--- src/rtl/mem_arb_pkg.sv ---
// -----------------------------------------------------------------------------
// mem_arb_pkg
// Shared definitions for the instruction/data cache memory arbiter:
//   - default memory line-address and cache-line widths
//   - 2-bit arbiter state encoding (IDLE=0, GRANT_I=1, GRANT_D=2)
// -----------------------------------------------------------------------------
package mem_arb_pkg;

    localparam int ADDR_W_DEF = 28;
    localparam int LINE_W_DEF = 128;

    typedef enum logic [1:0] {
        IDLE    = 2'd0,
        GRANT_I = 2'd1,
        GRANT_D = 2'd2
    } arb_state_e;

endpackage : mem_arb_pkg

--- src/rtl/mem_arbiter.sv ---
// -----------------------------------------------------------------------------
// mem_arbiter
// Shares one line-wide memory port between an instruction cache (read only)
// and a data cache (read or write-back). Requests are sampled only in IDLE;
// when both caches ask at once, the one not served most recently wins.
// The memory request fields are registered at grant and held until the
// memory answers; the answer (ready + rdata) is steered combinationally to
// the granted cache only. Every transaction is followed by an IDLE cycle.
//
// Ports
//   clk, proc_reset            : clock, synchronous active-high reset
//   ic_mem_read/addr           : icache line read request
//   ic_mem_rdata/ready         : icache response (ready is a 1-cycle pulse)
//   dc_mem_read/write/addr/wdata : dcache read or write-back request
//   dc_mem_rdata/ready         : dcache response (ready is a 1-cycle pulse)
//   mem_read/write/addr/wdata  : shared memory request (registered)
//   mem_rdata/ready            : shared memory response
// -----------------------------------------------------------------------------
module mem_arbiter
    import mem_arb_pkg::*;
#(
    parameter int ADDR_W = ADDR_W_DEF,
    parameter int LINE_W = LINE_W_DEF
) (
    input  logic              clk,
    input  logic              proc_reset,

    input  logic              ic_mem_read,
    input  logic [ADDR_W-1:0] ic_mem_addr,
    output logic [LINE_W-1:0] ic_mem_rdata,
    output logic              ic_mem_ready,

    input  logic              dc_mem_read,
    input  logic              dc_mem_write,
    input  logic [ADDR_W-1:0] dc_mem_addr,
    input  logic [LINE_W-1:0] dc_mem_wdata,
    output logic [LINE_W-1:0] dc_mem_rdata,
    output logic              dc_mem_ready,

    output logic              mem_read,
    output logic              mem_write,
    output logic [ADDR_W-1:0] mem_addr,
    output logic [LINE_W-1:0] mem_wdata,
    input  logic [LINE_W-1:0] mem_rdata,
    input  logic              mem_ready
);

    arb_state_e        state_q;
    // 1 when the data cache held the port most recently, 0 for the icache.
    logic              last_d;
    logic              mem_read_q;
    logic              mem_write_q;
    logic [ADDR_W-1:0] mem_addr_q;
    logic [LINE_W-1:0] mem_wdata_q;

    logic              dc_req;
    logic              grant_i;
    logic              grant_d;

    // Round-robin pick: the icache wins unless the dcache is also asking and
    // the icache was the last one served.
    // NOTE: combinational blocks use blocking '=' and assign every output on
    // every path, so no latch can be inferred.
    always_comb begin
        dc_req  = dc_mem_read | dc_mem_write;
        grant_i = ic_mem_read & (~dc_req | last_d);
        grant_d = dc_req & ~grant_i;
    end

    // NOTE: sequential state uses non-blocking '<=' so every register samples
    // the values from before the edge, independent of statement order.
    always_ff @(posedge clk) begin
        if (proc_reset) begin
            state_q     <= IDLE;
            last_d      <= 1'b1;
            mem_read_q  <= 1'b0;
            mem_write_q <= 1'b0;
            mem_addr_q  <= '0;
            mem_wdata_q <= '0;
        end else begin
            case (state_q)
                IDLE: begin
                    if (grant_i) begin
                        state_q     <= GRANT_I;
                        mem_read_q  <= 1'b1;
                        mem_write_q <= 1'b0;
                        mem_addr_q  <= ic_mem_addr;
                        mem_wdata_q <= '0;
                    end else if (grant_d) begin
                        state_q     <= GRANT_D;
                        // A write-back wins over a simultaneous read.
                        mem_read_q  <= dc_mem_read & ~dc_mem_write;
                        mem_write_q <= dc_mem_write;
                        mem_addr_q  <= dc_mem_addr;
                        mem_wdata_q <= dc_mem_wdata;
                    end
                end
                GRANT_I: begin
                    if (mem_ready) begin
                        state_q    <= IDLE;
                        mem_read_q <= 1'b0;
                        last_d     <= 1'b0;
                    end
                end
                GRANT_D: begin
                    if (mem_ready) begin
                        state_q     <= IDLE;
                        mem_read_q  <= 1'b0;
                        mem_write_q <= 1'b0;
                        last_d      <= 1'b1;
                    end
                end
                default: begin
                    state_q     <= IDLE;
                    mem_read_q  <= 1'b0;
                    mem_write_q <= 1'b0;
                end
            endcase
        end
    end

    // Simulation-only flag for a dcache asking to read and write at once.
    always_ff @(posedge clk) begin
        if (!proc_reset) begin
            assert (!(dc_mem_read && dc_mem_write))
                else $warning("dc_mem_read and dc_mem_write both high; write takes precedence");
        end
    end

    assign mem_read  = mem_read_q;
    assign mem_write = mem_write_q;
    assign mem_addr  = mem_addr_q;
    assign mem_wdata = mem_wdata_q;

    // Response steering: only the granted cache sees ready/rdata; in IDLE
    // both stay quiet so a stray mem_ready is never forwarded.
    assign ic_mem_ready = (state_q == GRANT_I) & mem_ready;
    assign dc_mem_ready = (state_q == GRANT_D) & mem_ready;
    assign ic_mem_rdata = (state_q == GRANT_I) ? mem_rdata : '0;
    assign dc_mem_rdata = (state_q == GRANT_D) ? mem_rdata : '0;

endmodule : mem_arbiter

--- config.mk ---
export PLATFORM = sky130hd
export DESIGN_NAME = mem_arbiter
export DESIGN_NICKNAME = d
export VERILOG_FILES = /design/src/rtl/mem_arb_pkg.sv /design/src/rtl/mem_arbiter.sv
export SDC_FILE = /design/constraint.sdc
export NUM_CORES = 1
export LEC_CHECK = 0
export ABC_AREA = 1
export CORE_AREA = 5 5 284 286
export DETAILED_ROUTE_END_ITERATION = 10
export DIE_AREA = 0 0 289 291
export DONT_BUFFER_PORTS = 1
export GPL_ROUTABILITY_DRIVEN = 0
export HOLD_SLACK_MARGIN = 0.06
export PLACE_DENSITY = 0.31
export SYNTH_ARGS = -nofsm -noshare
export SYNTH_HDL_FRONTEND = slang
export SYNTH_SLANG_ARGS = --single-unit
export TNS_END_PERCENT = 50
--- constraint.sdc ---
create_clock -name clk -period 1.47 [get_ports clk]
set_input_delay 0.147 -clock clk [delete_from_list [all_inputs] [get_ports clk]]
set_output_delay 0.147 -clock clk [all_outputs]
set_load 0.01 [all_outputs]
==> results.py <==
metrics = {
    "global_routing": {
        "grt_pass1_wl_um": 71600,
        "grt_usage_pct": 11.7,
        "grt_max_degree": 161,
        "antenna_found_initial": 6,
        "first_global_vias": 9194,
        "grt-ovfl-total": 0,
    },
    "floorplan": {
        "rows": 103,
        "initial_core_util_pct": 10.8,
        "ios": 734,
        "coreArea_mm2": 0.0781,
        "die_y_um": 291,
        "die_area_mm2": 0.0841,
        "dieWidth_um": 289,
    },
    "pwr": {
        "clockPowerShare_pct": 33.0,
        "intPower_w": 0.00894,
        "seq_power_share_pct": 37.8,
        "power.switching_w": 0.00496,
        "switching_share_pct": 35.7,
        "power_frac_comb_pct": 29.2,
        "ir_drop_v": 0.000733,
        "leakage_nw": 6.63,
        "p_per_area_mw_per_mm2": 1050,
    },
    "worst_setup_path": {
        "critPathArrivalTime_ns": 1.73,
        "cp-endpoint": "ic_mem_rdata[70]",
        "crit-reg2reg-launch": "state_q[0]",
        "cp-start-kind": "register",
        "slowest_stage": "dfxtp_2",
        "path_cells": "inv_2 > buf_6 > ha_4 > buf_12 > buf_16 > clkbuf_16 > nand2_2 > inv_2",
        "cpMostUsedCell": "inv_2",
        "crit_required_ns": 1.32,
        "end_kind": "primary output",
        "critPathLaunch": "state_q[1]",
        "r2r_slack_ns": -0.24,
        "reg2reg_to": "mem_wdata[8]",
        "worstPathMaxFanout": 7,
        "path_class": "register to primary output",
        "ff2ff_path_depth": 9,
        "cp_slowest_stage_delay_ns": 0.33,
    },
    "routing": {
        "via_per_inst": 3.67,
        "num_vias": 9502,
        "wl_per_cell_um": 20.5,
        "drt_iter0_drc": 582,
        "first_pass_iters": 5,
        "drc": 0,
        "ant_nets": 0,
        "routed_wl_um": 53000,
    },
    "yosys": {
        "synth.distinct_cells": 19,
        "ys_async_sr_fraction_pct": 0,
        "synthFlopType": "dfxtp_1",
        "synthCells": 1398,
        "syn-cell-area_mm2": 0.00844,
        "synth_edf_count": 0,
        "synth.net_count": 1719,
        "ys_seq_elements": 161,
        "ys_seq_area_share_pct": 38.2,
        "ys_warn_count": 0,
        "syn_area_per_cell_um2": 6.03,
    },
    "sta": {
        "setup_viol": 417,
        "tightest_slew_ns": 0.539,
        "tns_ns": -112.26,
        "hold_slack_ns": -0.250,
        "fmax_mhz": 533,
        "finalCritPeriodShare_pct": 128,
        "finalHoldViolations": 49,
        "slew_violations": 0,
        "fin_ws_ns": -0.408,
        "clock_skew_ns": 0.0178,
        "slew_headroom_pct": 64.0,
        "rsz0062_at_grt": "yes",
        "finalCriticalPeriod_ns": 1.88,
    },
    "cts": {
        "cts_root_buf": "clkbuf_16",
        "insertion_delay_ns": 0.46,
        "cts.clk_slew.worst_paths_ns": 0.07,
        "tritoncts": "done",
        "cts.sinks": 161,
        "htreeDepth": 4,
        "cts_buffer_depth": 2,
        "numCtsBuffers": 17,
    },
    "placed_design": {
        "dp_cells": 2401,
        "numPortBuffers": 0,
        "dp_hpwl_um": 41500,
    },
    "hold_path": {
        "hold_path_startpoint": "proc_reset",
        "hold_path.class": "input pin to register",
    },
    "outcome": {
        "status": "finished with violations",
        "violations": "hold timing, setup timing",
    },
    "final_layout": {
        "fin_nets": 1844,
        "stdcell_count": 2591,
        "drive_gt1_share_pct": 29.4,
        "area_delta_synth_final_pct": 57.3,
    },
    "run": {
        "drv_cap": 0,
    },
}
cell usage in the layout, fill, tap and decap left out, types with 33 or more instances in the layout:
cell type | synthesis | routed
a21oi_1 | 160 | 160
dfxtp_1 | 161 | 159
dlygate4sd3_1 | 0 | 123
inv_1 | 322 | 128
inv_2 | 1 | 162
inv_4 | 0 | 33
nand2_1 | 448 | 316
nand2_2 | 2 | 70
nand2_4 | 0 | 60
nand3_1 | 187 | 187
cell usage after synthesis, types with 2 or more instances:
library cell	count	area share, %
ha_1	3	0.44
nand2_1	448	20
buf_1	4	0.18
buf_2	41	2.4
a21oi_1	160	9.5
clkbuf_1	48	2.1
nand3_1	187	11
buf_4	9	0.80
nand2_2	2	0.15
nor2_1	6	0.27
dfxtp_1	161	38
inv_1	322	14
stage by stage:
step	cell area, um2	setup slack, ns	hold slack (ns)	utilization, %	total power [W]
3_3_place_gp	9970	-0.0761	0.232	12.8	0.00826
6_report	13300	-0.408	-0.250	17.0	0.0139
3_5_place_dp	9970	-0.0628	0.230	12.8	0.00827
4_1_cts	12600	-0.487	-0.307	16.1	0.0139
5_1_grt	13300	-0.471	-0.290	17.0	0.0146
2_1_floorplan	8440	0.0443	0.295	-	0.00722
registers in the layout (all words and copies together), names as in the netlist:
signal	flops
mem_wdata	128
mem_addr	28
mem_read	1
last_d	1
state_q	2
mem_write	1
worst min path at each step:
| stage | end | slack (ns) | cells after the start |
|---|---|---|---|
| 4_1_cts | mem_addr[1] | -0.31 | 1 |
| 2_1_floorplan | last_d | 0.30 | 2 |
| 6_report | mem_addr[1] | -0.25 | 1 |
| 5_1_grt | mem_addr[5] | -0.29 | 1 |
| 3_5_place_dp | mem_addr[8] | 0.23 | 1 |
| 3_3_place_gp | mem_wdata[124] | 0.23 | 1 |
routing by layer:
layer  vias to the layer above  part of all wire, %  track usage, %
met4                        10                 0.97            2.59
met1                      4524                   40            14.1
met3                        38                   14            6.88
li1                       4441                    -               -
met5                         -                 0.40            2.03
met2                       489                   45            17.9
cell type report:
| class | count | area (um2) |
|---|---|---|
| inverters | 323 | 1290 |
| clock buffers | 17 | 425 |
| flip-flops and latches | 161 | 3230 |
| multi-input cells | 811 | 4240 |
| clock inverters | 14 | 156 |
| diodes | 6 | 15.0 |
| fillers | 9048 | 64800 |
| repair buffers | 209 | 2600 |
| well taps | 1050 | 1310 |
cell families (layout without fill, tap and decap cells):
| group | Yosys count | in the layout | synth area share, % |
|---|---|---|---|
| other cells | 0 | 6 | 0 |
| compound gates | 165 | 165 | 9.86 |
| fa+ha+maj | 3 | 3 | 0.445 |
| buf+inv | 426 | 563 | 20.1 |
| simple gates | 643 | 643 | 31.4 |
| flops | 161 | 161 | 38.2 |
power by group through the flow:
stage / Combinational [W] / Clock (W) / Sequential, W
after floorplan: 0.00203 / 0 / 0.00519
after global placement: 0.00289 / 0 / 0.00537
after detailed placement: 0.00291 / 0 / 0.00536
after CTS: 0.00379 / 0.00482 / 0.00527
after global routing: 0.00441 / 0.00494 / 0.00530
final: 0.00406 / 0.00458 / 0.00525
worst max-delay path: cells and delay by family, from the launching register on:
family | cells | cell delay, ns
adder cells (fa/ha/maj) | 1 | 0.16
AND/OR/NAND/NOR | 1 | 0.07
buffers and inverters | 6 | 0.67
flip-flops | 1 | 0.33
timing repair:
| item | CTS | global route |
|---|---|---|
| resized for setup | 310 | 162 |
| endpoints found under the hold margin | 161 | 159 |
| hold buffers | 117 | 6 |
| endpoints found under the setup margin | 408 | 418 |
| buffers inserted | 10 | 6 |
| pin swaps | 1 | 28 |
| cloned | 10 | 8 |
No activity file was read; power rests on OpenSTA's default activity.
